## config.mk

```make
export PLATFORM = sky130hd
export DESIGN_NAME = fifo_push_arb
export DESIGN_NICKNAME = d
export VERILOG_FILES = /design/src/rtl/fifo_push_arb_pkg.sv /design/src/rtl/fifo_push_arb_rr_pick.sv /design/src/rtl/fifo_push_arb.sv
export SDC_FILE = /design/constraint.sdc
export NUM_CORES = 1
export LEC_CHECK = 0
export CAP_MARGIN = 5
export CORE_UTILIZATION = 42
export CTS_CLUSTER_SIZE = 8
export DETAILED_ROUTE_END_ITERATION = 8
export PLACE_DENSITY = 0.91
export SYNTH_ARGS = -nofsm -noshare
export SYNTH_HDL_FRONTEND = slang
export SYNTH_SLANG_ARGS = --single-unit
```

## constraint.sdc

```tcl
create_clock -name clk -period 3.12 [get_ports clk]
set_clock_uncertainty 0.2 [all_clocks]
set_input_delay 0.468 -clock clk [delete_from_list [all_inputs] [get_ports clk]]
set_output_delay 0.468 -clock clk [all_outputs]
set_load 0.01 [all_outputs]
```

## src/rtl/fifo_push_arb_pkg.sv

```systemverilog
// Shared types and constants for the FIFO push arbiter.
package fifo_arb_pkg;

  typedef enum logic [0:0] {
    IDLE  = 1'b0,
    GRANT = 1'b1
  } arb_state_e;

  localparam int unsigned BEAT_W  = 8;
  localparam int unsigned STALL_W = 16;

endpackage

```

## src/rtl/fifo_push_arb_rr_pick.sv

```systemverilog
// Round-robin picker: first set bit of i_valid at or after i_start, wrapping.
module rr_pick #(
  parameter int unsigned NREQ = 4,
  parameter int unsigned IW   = 2
) (
  input  logic [NREQ-1:0] i_valid,
  input  logic [IW-1:0]   i_start,
  output logic            o_found,
  output logic [IW-1:0]   o_index
);

  int unsigned w_cand;

  always_comb begin
    o_found = 1'b0;
    o_index = '0;
    w_cand  = 0;
    for (int unsigned k = 0; k < NREQ; k++) begin
      w_cand = 32'(i_start) + k;
      if (w_cand >= NREQ) w_cand = w_cand - NREQ;
      if (!o_found && i_valid[w_cand[IW-1:0]]) begin
        o_found = 1'b1;
        o_index = w_cand[IW-1:0];
      end
    end
  end

endmodule

```

## src/rtl/fifo_push_arb.sv

```systemverilog
// Round-robin arbiter granting one requester at a time bursts into a shared FIFO.
// Optional stall counter output enabled by defining FIFO_PUSH_ARB_STATS_EN.
module fifo_push_arb
  import fifo_arb_pkg::*;
#(
  parameter int unsigned NREQ  = 4,
  parameter int unsigned WIDTH = 8,
  parameter int unsigned BURST = 4
) (
  input  logic                     clk,
  input  logic                     rst,
  input  logic [NREQ-1:0]          req_valid,
  input  logic [NREQ-1:0]          req_last,
  input  logic [NREQ*WIDTH-1:0]    req_data,
  output logic [NREQ-1:0]          req_ready,
  input  logic                     fifo_full,
  output logic                     push,
  output logic [WIDTH-1:0]         data_in,
  output logic [$clog2(NREQ)-1:0]  grant_id,
`ifdef FIFO_PUSH_ARB_STATS_EN
  output logic                     busy,
  output logic [STALL_W-1:0]       stall_cnt
`else
  output logic                     busy
`endif
);

  localparam int unsigned IW = $clog2(NREQ);

  arb_state_e        r_state;
  arb_state_e        w_state_nxt;
  logic [IW-1:0]     r_grant_id;
  logic [IW-1:0]     r_rr_ptr;
  logic [IW-1:0]     w_pick_idx;
  logic [IW-1:0]     w_grant_inc;
  logic [BEAT_W-1:0] r_beat_cnt;
  logic [BEAT_W-1:0] w_beat_inc;
  logic              w_found;
  logic              w_busy;
  logic              w_own_valid;
  logic              w_own_last;
  logic              w_push;
  logic              w_done;

  rr_pick #(
    .NREQ (NREQ),
    .IW   (IW)
  ) u_rr_pick (
    .i_valid (req_valid),
    .i_start (r_rr_ptr),
    .o_found (w_found),
    .o_index (w_pick_idx)
  );

  // Gating with rst keeps every handshake output quiet in the reset cycle itself.
  assign w_busy      = (r_state == GRANT) && !rst;
  assign w_own_valid = req_valid[r_grant_id];
  assign w_own_last  = req_last[r_grant_id];
  assign w_push      = w_busy && w_own_valid && !fifo_full;
  assign w_beat_inc  = r_beat_cnt + BEAT_W'(1);
  assign w_grant_inc = (r_grant_id == IW'(NREQ - 1)) ? '0 : r_grant_id + IW'(1);
  assign w_done      = (w_push && (w_own_last || (w_beat_inc == BEAT_W'(BURST))))
                     || !w_own_valid;

  always_comb begin
    w_state_nxt = r_state;
    unique case (r_state)
      IDLE:    if (w_found) w_state_nxt = GRANT;
      GRANT:   if (w_done)  w_state_nxt = IDLE;
      default: w_state_nxt = IDLE;
    endcase
  end

  always_ff @(posedge clk) begin
    if (rst) begin
      r_state    <= IDLE;
      r_grant_id <= '0;
      r_rr_ptr   <= '0;
      r_beat_cnt <= '0;
    end else begin
      r_state <= w_state_nxt;
      if (r_state == IDLE) begin
        if (w_found) begin
          r_grant_id <= w_pick_idx;
          r_beat_cnt <= '0;
        end
      end else begin
        if (w_push) r_beat_cnt <= w_beat_inc;
        if (w_done) r_rr_ptr   <= w_grant_inc;
      end
    end
  end

  always_comb begin
    req_ready = '0;
    if (w_push) req_ready[r_grant_id] = 1'b1;
  end

  assign push     = w_push;
  assign busy     = w_busy;
  assign grant_id = r_grant_id;
  assign data_in  = w_busy ? req_data[r_grant_id*WIDTH +: WIDTH] : '0;

`ifdef FIFO_PUSH_ARB_STATS_EN
  logic [STALL_W-1:0] r_stall_cnt;

  always_ff @(posedge clk) begin
    if (rst) begin
      r_stall_cnt <= '0;
    end else if (w_busy && w_own_valid && fifo_full && (r_stall_cnt != '1)) begin
      r_stall_cnt <= r_stall_cnt + STALL_W'(1);
    end
  end

  assign stall_cnt = r_stall_cnt;
`endif

endmodule
```

==> reports/results.ini <==
[status]
status = finished clean

[yosys]
syn-cell-area_um2 = 1110
synthDistinctLibCells = 38
synthesis.nets = 168
share_of_the_synthesized_area_in_the_top_cell_type_pct = 23.4
synth_area_leader_cell = sky130_fd_sc_hd__dfxtp_1
synth.yosys.warnings = 0
post_synthesis_sequential_area_ratio_pct = 23.4
synthesis.area_per_instance_um2 = 9.26
synthesized_instance_count = 120
ys_ff_latch = 13
yosys-top-cells-area = sky130_fd_sc_hd__dfxtp_1 (23%), sky130_fd_sc_hd__mux4_2 (18%), sky130_fd_sc_hd__ha_1 (5.6%), sky130_fd_sc_hd__nor2b_1 (5.1%), sky130_fd_sc_hd__a21oi_1 (4.1%)

[grt]
grt_pass1_wl_um = 4850
gr-total-overflow = 0
grt_max_degree = 15
vias_in_the_first_global_route = 1180
global_route_usage_over_all_layers_pct = 23.3
antenna_violations_before_repair = 0

[min_path]
min_delay_path_depth = 1
worstHoldPathType = flop to flop
hold_path.startpoint = r_beat_cnt[7]
worst_hold_path.endpoint = r_beat_cnt[7]

[setup_path]
cp_startpoint_kind = input pin
setup.reg_to_reg.worst_slack_ps = 640
timing.critical_path.required_ps = 2450
crit_path_max_incr_delay_ps = 580
arrival_ps = 2230
rr_endpoint = r_rr_ptr[0]
peak_fanout_along_the_critical_path = 6
crit_type = input pin to output pin
worst_setup_path_end_kind = output pin
worstReg2RegStart = grant_id[0]
critical_path.most_common_cell = sky130_fd_sc_hd__clkdlybuf4s50_1
crit_path_cell_trace = clkdlybuf4s50_1 > mux4_2 > and3_1 > clkdlybuf4s50_1
slowest_stage = sky130_fd_sc_hd__mux4_2
reg2regPathDepth = 6

[power]
leakagePower_uw = 0.000662
clockPowerShare_pct = 22.6
switching_power_uw = 133
combPwrFrac_pct = 38.5
switching_share_pct = 28.2
worst_ir_drop_vdd_v = 0.000281
cell_internal_pwr_uw = 338
power_per_cell_area_nw_per_um2 = 267
seqPwrFrac_pct = 38.9

[detailed_routing]
wl_met3_um = 373
routed_wire_length_per_instance_um = 15.1
drtPass1Iterations = 4
dr.max_layer_used = met4
dr_total_vias = 1207
detailroute.wirelength.met2_um = 1650
route.detailed.drc = 0
drt_first_iter_violations = 18
m1WireLength_um = 1140
finalWirelength_um = 3200
ant_nets = 0
post_drt_via_cell_ratio = 5.69

[place]
dp.final_hpwl_um = 2620
place_worst_setup_slack_ps = 222
place_congestion = 0.909
place.port_buffers = 58

[sta]
setup_viol_count_final = 0
grt_setup_unrepaired = false
min_period_ps = 2900
final_report_max_slew_violation_count = 0
fmax_mhz = 345
slew_headroom_pct = 68.7
final.period_utilization_pct = 93.0
setup_tns_ps = 0
final.setup.worst_slack_ps = 218
worst_max_slew_pin_slew_ps = 465
timing.final.hold_violations = 0
holdWs_ps = 339

[clock_tree]
cts.repair.resized = 0
clock_tree.buffer_depth = 2
cts_made_buffers = 3
post_cts_clock_slew_at_the_launch_and_capture_registers_of_the_worst_setup_and_hold_paths_ps = 80
postCtsHoldBufs = 0
cts_root_buf = sky130_fd_sc_hd__clkbuf_4
tritoncts = built
cts.sink_count = 13
clkLatencyLatePin_ps = 280
cts_htree_levels = 1
post_cts_setup_buffer_count = 0

[die]
floorplan.core_area_um2 = 2480
initial_core_util_pct = 44.8
floorplan.die.width_um = 53.4
die_area_um2 = 2860
die_h_um = 53.4
ios = 59
core.rowCount = 18

[finish]
final_core_utilization_pct = 71.3
num_antenna_cells = 0
final_net_count = 231
area_growth_pct = 58.9
final_layout_size_suffix_gt1_share_pct = 12.1

[run]
max_cap_viol_count = 0

==> how the worst max path moves through the flow <==
| stage | to | start | slack (ps) |
|---|---|---|---|
| detailed placement | req_ready[1] | req_valid[0] | 220 |
| floorplan | data_in[0] | grant_id[0] | 970 |
| global route | data_in[7] | grant_id[0] | 70 |
| finish | req_ready[2] | req_valid[0] | 220 |
| CTS | data_in[0] | grant_id[0] | 210 |
| global placement | push | req_valid[0] | 270 |
==> routing by layer <==
layer | vias to the layer above | GRT usage [%]
met1 | 565 | 21.5
met5 | - | 0
met2 | 62 | 45.4
li1 | 575 | -
met3 | 5 | 7.76
met4 | 0 | 9.21
==> final cells by class <==
class	count	area (um2)
Clock buffer	4	26.3
Fill cell	178	712
Inverter	7	31.3
Multi-Input combinational cell	97	807
Sequential cell	13	260
Tap cell	30	37.5
Timing Repair Buffer	61	603
==> flip-flops by register name (all words and copies together), names as in the netlist <==
register and flops:
grant_id 2, r_beat_cnt 8, r_rr_ptr 2, r_state 1
==> worst max-delay path, delay by kind of cell <==
family	cells	cell delay, ps
buffers and inverters	2	980
muxes	1	580
and+or+nand+nor	1	210
==> synth_stat cells <==
master                     instances
sky130_fd_sc_hd__a21oi_1           9
sky130_fd_sc_hd__a311o_1           1
sky130_fd_sc_hd__a31oi_1           1
sky130_fd_sc_hd__a41oi_2           1
sky130_fd_sc_hd__and2_0            1
sky130_fd_sc_hd__and3_1            6
sky130_fd_sc_hd__buf_1             1
sky130_fd_sc_hd__buf_2             1
sky130_fd_sc_hd__clkbuf_1          1
sky130_fd_sc_hd__dfxtp_1          13
sky130_fd_sc_hd__ha_1              5
sky130_fd_sc_hd__inv_1             6
sky130_fd_sc_hd__inv_6             1
sky130_fd_sc_hd__mux2_1            1
sky130_fd_sc_hd__mux2_4            1
sky130_fd_sc_hd__mux2i_1           2
sky130_fd_sc_hd__mux4_1            1
sky130_fd_sc_hd__mux4_2            9
sky130_fd_sc_hd__nand2_1           6
sky130_fd_sc_hd__nand2_4           1
sky130_fd_sc_hd__nand2b_1          4
sky130_fd_sc_hd__nand3_1           2
sky130_fd_sc_hd__nand3b_1          1
sky130_fd_sc_hd__nand4_1           3
sky130_fd_sc_hd__nor2_1           10
sky130_fd_sc_hd__nor2_2            1
sky130_fd_sc_hd__nor2b_1           9
sky130_fd_sc_hd__nor3_1            4
sky130_fd_sc_hd__nor3b_1           2
sky130_fd_sc_hd__nor3b_4           1
sky130_fd_sc_hd__nor4_1            3
sky130_fd_sc_hd__o21a_1            1
sky130_fd_sc_hd__o21ai_0           5
sky130_fd_sc_hd__o221ai_1          1
sky130_fd_sc_hd__o31ai_1           2
sky130_fd_sc_hd__or2_2             1
sky130_fd_sc_hd__xnor2_1           1
sky130_fd_sc_hd__xor2_1            1
==> power by group through the flow <==
stage / Combinational, uW / Sequential (uW) / Clock (uW)
5_1_grt: 197 / 185 / 115
6_report: 181 / 183 / 106
3_5_place_dp: 181 / 187 / 0
2_1_floorplan: 87.6 / 184 / 0
3_3_place_gp: 176 / 186 / 0
4_1_cts: 183 / 183 / 107
==> kinds of logic after synthesis <==
group,Yosys count,synth area share (%)
fa+ha+maj,5,5.63
xor+xnor,2,1.58
buf+inv,10,3.94
flops,13,23.4
simple gates,55,28.6
compound gates,21,12.0
mux,14,24.8
==> metrics by stage <==
| step | std cells | total power (uW) | area, um2 |
|---|---|---|---|
| floorplan | 120 | 272 | 1110 |
| global placement | 208 | 362 | 1740 |
| detailed placement | 208 | 368 | 1740 |
| CTS | 212 | 473 | 1770 |
| global route | 212 | 497 | 1770 |
| finish | 212 | 471 | 1770 |
==> cell usage in the layout (no fill, tap or decap), types with 2 or more instances in the layout <==
| master | n |
|---|---|
| sky130_fd_sc_hd__nand2_1 | 6 |
| sky130_fd_sc_hd__a21oi_1 | 9 |
| sky130_fd_sc_hd__nor4_1 | 3 |
| sky130_fd_sc_hd__dfxtp_1 | 13 |
| sky130_fd_sc_hd__inv_1 | 6 |
| sky130_fd_sc_hd__ha_1 | 5 |
| sky130_fd_sc_hd__clkbuf_4 | 3 |
| sky130_fd_sc_hd__mux4_2 | 9 |
| sky130_fd_sc_hd__and3_1 | 6 |
| sky130_fd_sc_hd__nor2b_1 | 9 |
| sky130_fd_sc_hd__nand4_1 | 3 |
| sky130_fd_sc_hd__clkdlybuf4s50_1 | 58 |
| sky130_fd_sc_hd__nor3b_1 | 2 |
| sky130_fd_sc_hd__nor3_1 | 4 |
| sky130_fd_sc_hd__mux2i_1 | 2 |
| sky130_fd_sc_hd__nand3_1 | 2 |
| sky130_fd_sc_hd__nand2b_1 | 4 |
| sky130_fd_sc_hd__buf_4 | 3 |
| sky130_fd_sc_hd__o21ai_0 | 5 |
| sky130_fd_sc_hd__o31ai_1 | 2 |
| sky130_fd_sc_hd__nor2_1 | 10 |
Note: power is estimated with default switching activity, not from simulation.
